File: src/rtl/mcast_fork_ctrl.sv
// Per-input-port fork controller: latches a packet's destination bitmap, collects and
// holds every output grant, then forwards flits in lock-step to all destinations.
module mcast_fork_ctrl #(
  parameter int PORTS   = 5,
  parameter int TIMEOUT = 16,
  parameter int BACKOFF = 4
) (
  input  logic             clk,
  input  logic             rst_,
  input  logic             in_valid,
  input  logic             in_head,
  input  logic             in_tail,
  input  logic [PORTS-1:0] in_dst,
  output logic             in_ack,
  output logic [PORTS-1:0] out_req,
  input  logic [PORTS-1:0] out_grt,
  input  logic [PORTS-1:0] out_rdy,
  output logic [PORTS-1:0] out_send,
  output logic             mcast,
  output logic             busy,
  output logic             err,
  output logic [1:0]       o_dbg_state
);

  localparam int TMAX = (TIMEOUT > BACKOFF) ? TIMEOUT : BACKOFF;
  localparam int TW   = (TMAX > 1) ? $clog2(TMAX) : 1;

  typedef enum logic [1:0] {
    S_IDLE    = 2'd0,
    S_REQ     = 2'd1,
    S_XFER    = 2'd2,
    S_BACKOFF = 2'd3
  } state_t;

  state_t           r_state, w_state_nxt;
  logic [PORTS-1:0] r_dst, w_dst_nxt;
  logic [PORTS-1:0] r_got, w_got_nxt;
  logic [TW-1:0]    r_tmr, w_tmr_nxt;
  logic             r_err, w_err_nxt;
  logic [PORTS-1:0] w_req, w_send;
  logic             w_ack;
  logic             w_full, w_fire;

  // A branch counts as granted if it was latched earlier or is granted this cycle.
  assign w_full = (((r_got | out_grt) & r_dst) == r_dst);
  assign w_fire = in_valid & (&(out_rdy | ~r_dst));

  always_ff @(posedge clk or posedge rst_) begin
    if (rst_) begin
      r_state <= S_IDLE;
      r_dst   <= '0;
      r_got   <= '0;
      r_tmr   <= '0;
      r_err   <= 1'b0;
    end else begin
      r_state <= w_state_nxt;
      r_dst   <= w_dst_nxt;
      r_got   <= w_got_nxt;
      r_tmr   <= w_tmr_nxt;
      r_err   <= w_err_nxt;
    end
  end

  always_comb begin
    w_state_nxt = r_state;
    w_dst_nxt   = r_dst;
    w_got_nxt   = r_got;
    w_tmr_nxt   = r_tmr;
    w_err_nxt   = r_err;
    w_req       = '0;
    w_send      = '0;
    w_ack       = 1'b0;
    case (r_state)
      S_IDLE: begin
        if (in_valid && in_head) begin
          if (in_dst == '0) begin
            // Destination-less head is dropped so it cannot block the input buffer.
            w_ack     = 1'b1;
            w_err_nxt = 1'b1;
          end else begin
            w_dst_nxt   = in_dst;
            w_got_nxt   = '0;
            w_tmr_nxt   = '0;
            w_state_nxt = S_REQ;
          end
        end
      end
      S_REQ: begin
        w_req = r_dst;
        if (w_full) begin
          w_got_nxt   = r_got | (out_grt & r_dst);
          w_state_nxt = S_XFER;
        end else if (r_tmr == TW'(TIMEOUT - 1)) begin
          w_got_nxt   = '0;
          w_tmr_nxt   = '0;
          w_state_nxt = S_BACKOFF;
        end else begin
          w_got_nxt = r_got | (out_grt & r_dst);
          w_tmr_nxt = r_tmr + TW'(1);
        end
      end
      S_XFER: begin
        w_req = r_dst;
        if (w_fire) begin
          w_ack  = 1'b1;
          w_send = r_dst;
          if (in_tail) w_state_nxt = S_IDLE;
        end
      end
      S_BACKOFF: begin
        if (r_tmr == TW'(BACKOFF - 1)) begin
          w_tmr_nxt   = '0;
          w_state_nxt = S_REQ;
        end else begin
          w_tmr_nxt = r_tmr + TW'(1);
        end
      end
      default: w_state_nxt = S_IDLE;
    endcase
  end

  assign in_ack      = w_ack & ~rst_;
  assign out_req     = w_req & {PORTS{~rst_}};
  assign out_send    = w_send & {PORTS{~rst_}};
  assign mcast       = (r_state != S_IDLE) && ($countones(r_dst) > 1);
  assign busy        = (r_state != S_IDLE);
  assign err         = r_err;
  assign o_dbg_state = r_state;

endmodule

File: config.mk
export PLATFORM = sky130hd
export DESIGN_NAME = mcast_fork_ctrl
export DESIGN_NICKNAME = d
export VERILOG_FILES = /design/src/rtl/mcast_fork_ctrl.sv
export SDC_FILE = /design/constraint.sdc
export NUM_CORES = 1
export LEC_CHECK = 0
export CAP_MARGIN = 10
export CORE_UTILIZATION = 41
export DETAILED_ROUTE_END_ITERATION = 7
export PLACE_DENSITY = 0.84
export SLEW_MARGIN = 20
export SYNTH_ARGS = -nofsm -noshare
export SYNTH_HDL_FRONTEND = slang
export SYNTH_SLANG_ARGS = --single-unit
export TNS_END_PERCENT = 30
File: constraint.sdc
create_clock -name clk -period 2.1 [get_ports clk]
set_clock_uncertainty 0.15 [all_clocks]
set_input_delay 0.42 -clock clk [delete_from_list [all_inputs] [get_ports clk]]
set_output_delay 0.42 -clock clk [all_outputs]
set_load 0.01 [all_outputs]
==> After elaboration in Yosys (flattened, before gate mapping) <==
Cells that the tools add are included.
W data, S select, Z words.
{ "totals": {"register_bits": 17, "latchBits": 0, "ramBits": 0, "mem_bits_ro": 0, "inputBits": 20, "out_inout_bits": 16, "word_cells": 76, "memories": 0} }
{ "op_classes": {"add_sub_neg": 5, "mul": 0, "div": 0, "n_lt_le_gt_ge": 1, "n_eq_ne": 13, "shift": 0, "mux": 26, "bitwise": 12, "reduce_logical": 14} }
{ "ops": {"columns": ["operator", "count"], "rows": [
  ["$mux W5", 7],
  ["$and A5 B5 Y5", 4],
  ["$mux W4", 5],
  ["$or A5 B5 Y5", 3],
  ["$mux W2", 7],
  ["$ne A2 B2 Y1 const B", 6],
  ["$pmux W4 S3", 1],
  ["$pmux W5 S2", 1],
  ["$reduce_and A3 Y1", 3],
  ["$pmux W2 S4", 1],
  ["$reduce_and A6 Y1", 1],
  ["$eq A5 B5 Y1", 1],
  ["$logic_not A5 Y1", 1],
  ["$not A5 Y5", 1],
  ["$reduce_and A5 Y1", 1],
  ["$add A1 B1 Y2", 2],
  ["$add A3 B1 Y4", 1],
  ["$add A4 B1 Y4 const B", 1],
  ["$eq A2 B2 Y1 const B", 2],
  ["$eq A4 B2 Y1 const B", 1],
  ["$eq A4 B4 Y1 const B", 1],
  ["$gt A4 B1 Y1 const B", 1],
  ["$reduce_and A4 Y1", 1],
  ["$reduce_bool A2 Y1", 2],
  ["other kinds (11)", 16]
]} }

==> Longest topological paths before layout <==
{ "depth": {"word_depth": 7, "depth_mapped": 8, "depth_no_buf": 7} }

==> Worst setup path after synthesis <==
Ideal clock, no wire load.
{ "synth_timing": {"path_type": "register to register", "from": "reg r_state[0] (netlist: o_dbg_state[0])", "to": "reg r_tmr[3]", "setup_time_ns": 0.065, "t_arrival_ns": 2.061, "required_time_ns": 1.885, "setup_slack_ns": -0.176, "path_stages_with_launch": 9, "path_buffers": 1, "synth_period_minus_slack_ns": 2.276, "cell_sequence": "dfrtp_1 > inv_1 > ha_1 > buf_6 > nor3b_1 > a222oi_1 > o21ai_2 > or4_1 > nand2_1"} }
{ "synth_via": {"elab_chain_cells": 3, "elab_cells_between_ends": 9, "cone_classes": "5 x eq/ne; 1 x mux; 3 x reduce/logical"} }
{ "synth_rtl": {"columns": ["item", "line", "rtl"], "rows": [
  ["from (decl)", "35", "state_t r_state, w_state_nxt;"],
  ["from (signal assigned)", "56", "r_state <= w_state_nxt;"],
  ["$eq A2 B1 Y1 (tied with other cells)", "73", "case (r_state)"],
  ["$ne A2 B2 Y1 (no source line) / $reduce_bool A3 Y1 (equally long branches)", null, null],
  ["$reduce_and A4 Y1 (no source line)", null, null],
  ["to (signal assigned)", "59", "r_tmr <= w_tmr_nxt;"],
  ["to (decl)", "38", "logic [TW-1:0] r_tmr, w_tmr_nxt;"]
]} }
Parallel ways exist; a longest one is shown, timed or not.
A chain may end at the register's enable or synchronous reset.

==> Final worst setup path <==
{ "layout_timing": {"from": "reg r_dst[3]", "to": "out in_ack"} }
{ "layout_via": {"elab_chain_cells": 7} }
{ "layout_rtl": {"columns": ["item", "line", "rtl"], "rows": [
  ["from (decl)", "36", "logic [PORTS-1:0] r_dst, w_dst_nxt;"],
  ["from (signal assigned)", "57", "r_dst <= w_dst_nxt;"],
  ["$not A5 Y5", "46", "assign w_fire = in_valid & (&(out_rdy | ~r_dst));"],
  ["$or A5 B5 Y5", "46", null],
  ["$reduce_and A5 Y1", "46", null],
  ["$and A1 B1 Y1", "46", null],
  ["$mux W1", "104", "if (w_fire) begin"],
  ["$pmux W1 S2", "73", null],
  ["$and A1 B1 Y1", "122", "assign in_ack = w_ack & ~rst_;"],
  ["to (decl)", "14", "output logic in_ack,"]
]} }
No other way between the ends.

==> flow_results.org <==
** Place
- Weighted congestion reported at the end of routability-driven placement :: 0.904
- Prior to clock tree synthesis, the placed netlist has a worst setup slack of -0.703 ns.
- After legalization and detailed placement, the total HPWL measured 2.67 mm.
- Number of buffers inserted by port buffering :: 35
- Once placement finished, the instance area stood at 1730 sq um.

** Finish
- From synthesis to final layout, the design area changed by 74.5%.
- The post-route netlist has 44.7% of its cells at a drive strength greater than 1.
- Final non-filler cell area :: 1930 sq um
- Final #Nets :: 227
- Antenna cells :: 0

** STA
- Across all setup checks in the final design, the least slack found is -0.382 ns.
- Fmax achieved :: 0.403 GHz
- The routed design could run at a clock period as short as 2.48 ns.
- Final setup violating endpoints :: 18
- Setup total negative slack on the finished layout was measured at -2.96 ns.
- Setup repair after global routing could not meet its margin everywhere.
- Fin. Hold Viols :: 0
- The number of pins with negative max-slew slack in the final report was 0.
- Slew Limit Headroom :: 70.4%
- On the final layout, the worst hold slack is 0.328 ns.
- After layout, the worst path uses 118% of the clock period.
- For the pin with the worst max-slew slack, the measured transition is 0.444 ns.

** Worst setup path
- Maximum net fanout on the critical path :: 5
- Bufs and invs on worst path :: 6
- Arrival time of the worst setup path :: 1.91 ns
- Crit path launch type :: register
- The cell that appears most often on the critical path is buf_6.
- For the worst flop-to-flop path, the logic depth is 10.
- Slowest stage cell, crit path :: dfrtp_1
- The signal on the critical path passes through buf_4 -> buf_6 -> buf_6 -> inv_4 -> o2111ai_4 -> or2_4 -> buf_6 -> a21oi_2 -> buf_2.
- On the worst path, the slowest cell contributes a delay of 0.41 ns.
- Broken down by cell family, the worst path's largest delay share belongs to buffers and inverters.
- For the worst setup path, the data required time is 1.53 ns.
- Logic depth of the worst setup path including buffers :: 9
- The worst setup path is captured at a primary output.
- Type of the worst setup path :: register to primary output

** CTS
- TritonCTS built the clock tree.
- Number of clock buffers inserted by TritonCTS :: 3
- # clock sinks :: 17
- Latest clock arrival within the worst-skew pair :: 0.30 ns
- CTS built an H-tree with a depth of 1.
- After clock tree synthesis, the clock-pin slew on the worst setup and hold paths is 0.10 ns.
- The longest clock path from root to sink contains 2 buffers.
- Clock root buffer master :: clkbuf_4
- CTS Hold Bufs :: 0

** Drt
- Drt initial violations :: 44
- Count of nets left with antenna violations after detail routing :: 0
- The first detailed-routing pass ran for 7 iterations.
- Drt drc :: 0
- Average wire per standard cell :: 17.2 microns
- The final layout contains routed wiring with a total length of 3.94 mm.
- Via count :: 1282
- Vias per cell :: 5.60

** Logic synthesis
- Number of nets produced by synthesis :: 147
- The synthesized design contains 0 enable-type register cells.
- Among all cell types in the netlist, the one instantiated most often is dfrtp_1.
- After synthesis, the largest family of logic cells by area is simple AND/OR/NAND/NOR gates.
- Top cells by count, synth :: 17 x dfrtp_1, 9 x and2_1, 9 x nor2_1, 9 x o21ai_0, 8 x inv_1
- Yosys attributes the largest share of cell area to dfrtp_1 39%, ha_1 6.8%, and2_1 5.1%.
- After synthesis, the netlist uses 35 different library cells.
- The most used flip-flop cell after synthesis is dfrtp_1.
- After Yosys synthesis, and, or, nand and nor cells account for 26.5% of the synthesized area.
- Share of the synthesized netlist area taken by xor and xnor gates :: 0%
- The Yosys step of the flow raised 0 warnings.
- Proportion of netlist area held by the largest area contributor :: 38.5%
- Of the total synthesized cell area, the portion taken by full adders, half adders and majority gates is 8.62%.
- The synthesized design contains 17 register bits.
- Summing the areas of all compound-gate instances in the mapped netlist gives 17.6% of the synthesized area.
- Proportion of register bits with asynchronous set or reset after synthesis :: 100%
- Synthesis handed over a netlist of 120 instances.
- Cell taking the most area after synthesis :: dfrtp_1
- The mapped netlist covers 1100 sq um.
- Post-Syn Area per Cell :: 9.20 sq um
- Sequential area share after synthesis :: 38.5%
- Measured against the total synthesized area, the mux share comes to 4.99%.

** Pwr
- Leak Pwr :: 0.891 nW
- VDD sags by at most 0.00126 V.
- After layout, the design draws a total of 2.65 mW.
- Power per cell area :: 1380 nW/um^2

** Min path
- Worst hold path cell count :: 1
- The path class of the tightest hold or removal check is register to register.

** Floorplanning
- The floorplan step defined a core boundary enclosing 2500 sq um.
- Die Span Y :: 53.9 microns
- Ports placed on the boundary :: 36
- The die covers 2900 sq um.
- Once the floorplan was initialized, standard cells occupied 44.1% of the core.
- Standard-cell row count :: 18
- Die span in x :: 53.9 microns

** Outcome
- Status :: complete, but fails checks
- Failing checks :: negative setup slack

** Global route
- Global Route Usage Sum :: 29.8%
- Total congestion overflow :: 0
- Pin count of the biggest net entering global routing :: 11
- The via count of the first global-routing pass is 1268.
- Wire length of the first global-routing pass :: 5.94 mm
- The initial antenna violation count is 0.

** Flow run
- Number of maximum-capacitance constraint violations :: 0
-- worst paths after layout --
path | from | to | slack (ns)
min in group asynchronous | rst_ | o_dbg_state[1] | 0.50
min reg2reg | err | err | 0.33
max in group asynchronous | rst_ | r_dst[4] | 0.85
max reg2reg | r_dst[3] | r_tmr[0] | -0.15
max | r_dst[3] | in_ack | -0.38
min | err | err | 0.33
-- registers in the layout, indices dropped and copies added, names as in the netlist --
signal,flops
r_tmr,4
err,1
r_got,5
r_dst,5
o_dbg_state,2
-- cells in the final DEF (no fill, tap or decap), types with 2 or more instances in the layout --
cell type	n
buf_2	10
a31oi_1	5
and2_4	2
inv_1	5
buf_4	35
inv_2	2
ha_4	3
a21oi_1	4
nor2_1	7
nor3b_1	6
buf_6	8
mux2_2	3
clkbuf_4	3
nand2_1	7
dlygate4sd2_1	3
clkdlybuf4s50_1	19
nand2b_4	2
a222oi_1	2
dfrtp_1	17
o21ai_0	8
and2_1	7
nand3_1	4
ha_1	3
nor3_2	4
-- cells by family after synthesis --
family,after synthesis
flops,17
compound gates,30
buf+inv,9
mux,5
fa+ha+maj,7
simple gates,52
-- stage by stage --
step | std cells | util [%]
3_5_place_dp | 217 | 69.2
5_1_grt | 229 | 77.0
2_1_floorplan | 120 | -
4_1_cts | 228 | 74.9
6_report | 229 | 77.0
3_3_place_gp | 217 | 69.2
-- repair_timing --
action / 4_1_cts / 5_1_grt
buffers inserted: 7 / 1
pin swaps: 15 / 5
gates cloned: 0 / 0
setup endpoints to repair: 23 / 24
gates resized for setup: 80 / 12
-- per-layer routing --
metal	wire length [microns]	up-vias	global-route usage [%]	share of wire, %
met1	1560	636	32.8	40
li1	-	599	-	-
met5	0	-	0	0
met2	2190	37	57.8	56
met3	127	10	6.21	3.2
met4	59	0	5.70	1.5
-- layout make-up --
cell class / instances / area (sq um)
Fill cell: 165 / 574
Clock inverter: 1 / 5.00
Timing Repair Buffer: 76 / 624
Inverter: 8 / 32.5
Tap cell: 30 / 37.5
Clock buffer: 3 / 22.5
Sequential cell: 17 / 425
Multi-Input combinational cell: 94 / 778
-- report_power, final --
| group | internal, mW | total (mW) | switching, mW |
|---|---|---|---|
| registers | 0.473 | 0.586 | 0.114 |
| clock network | 0.0711 | 0.177 | 0.106 |
| logic | 0.984 | 1.89 | 0.903 |
Note: power is estimated with default switching activity, not from simulation.
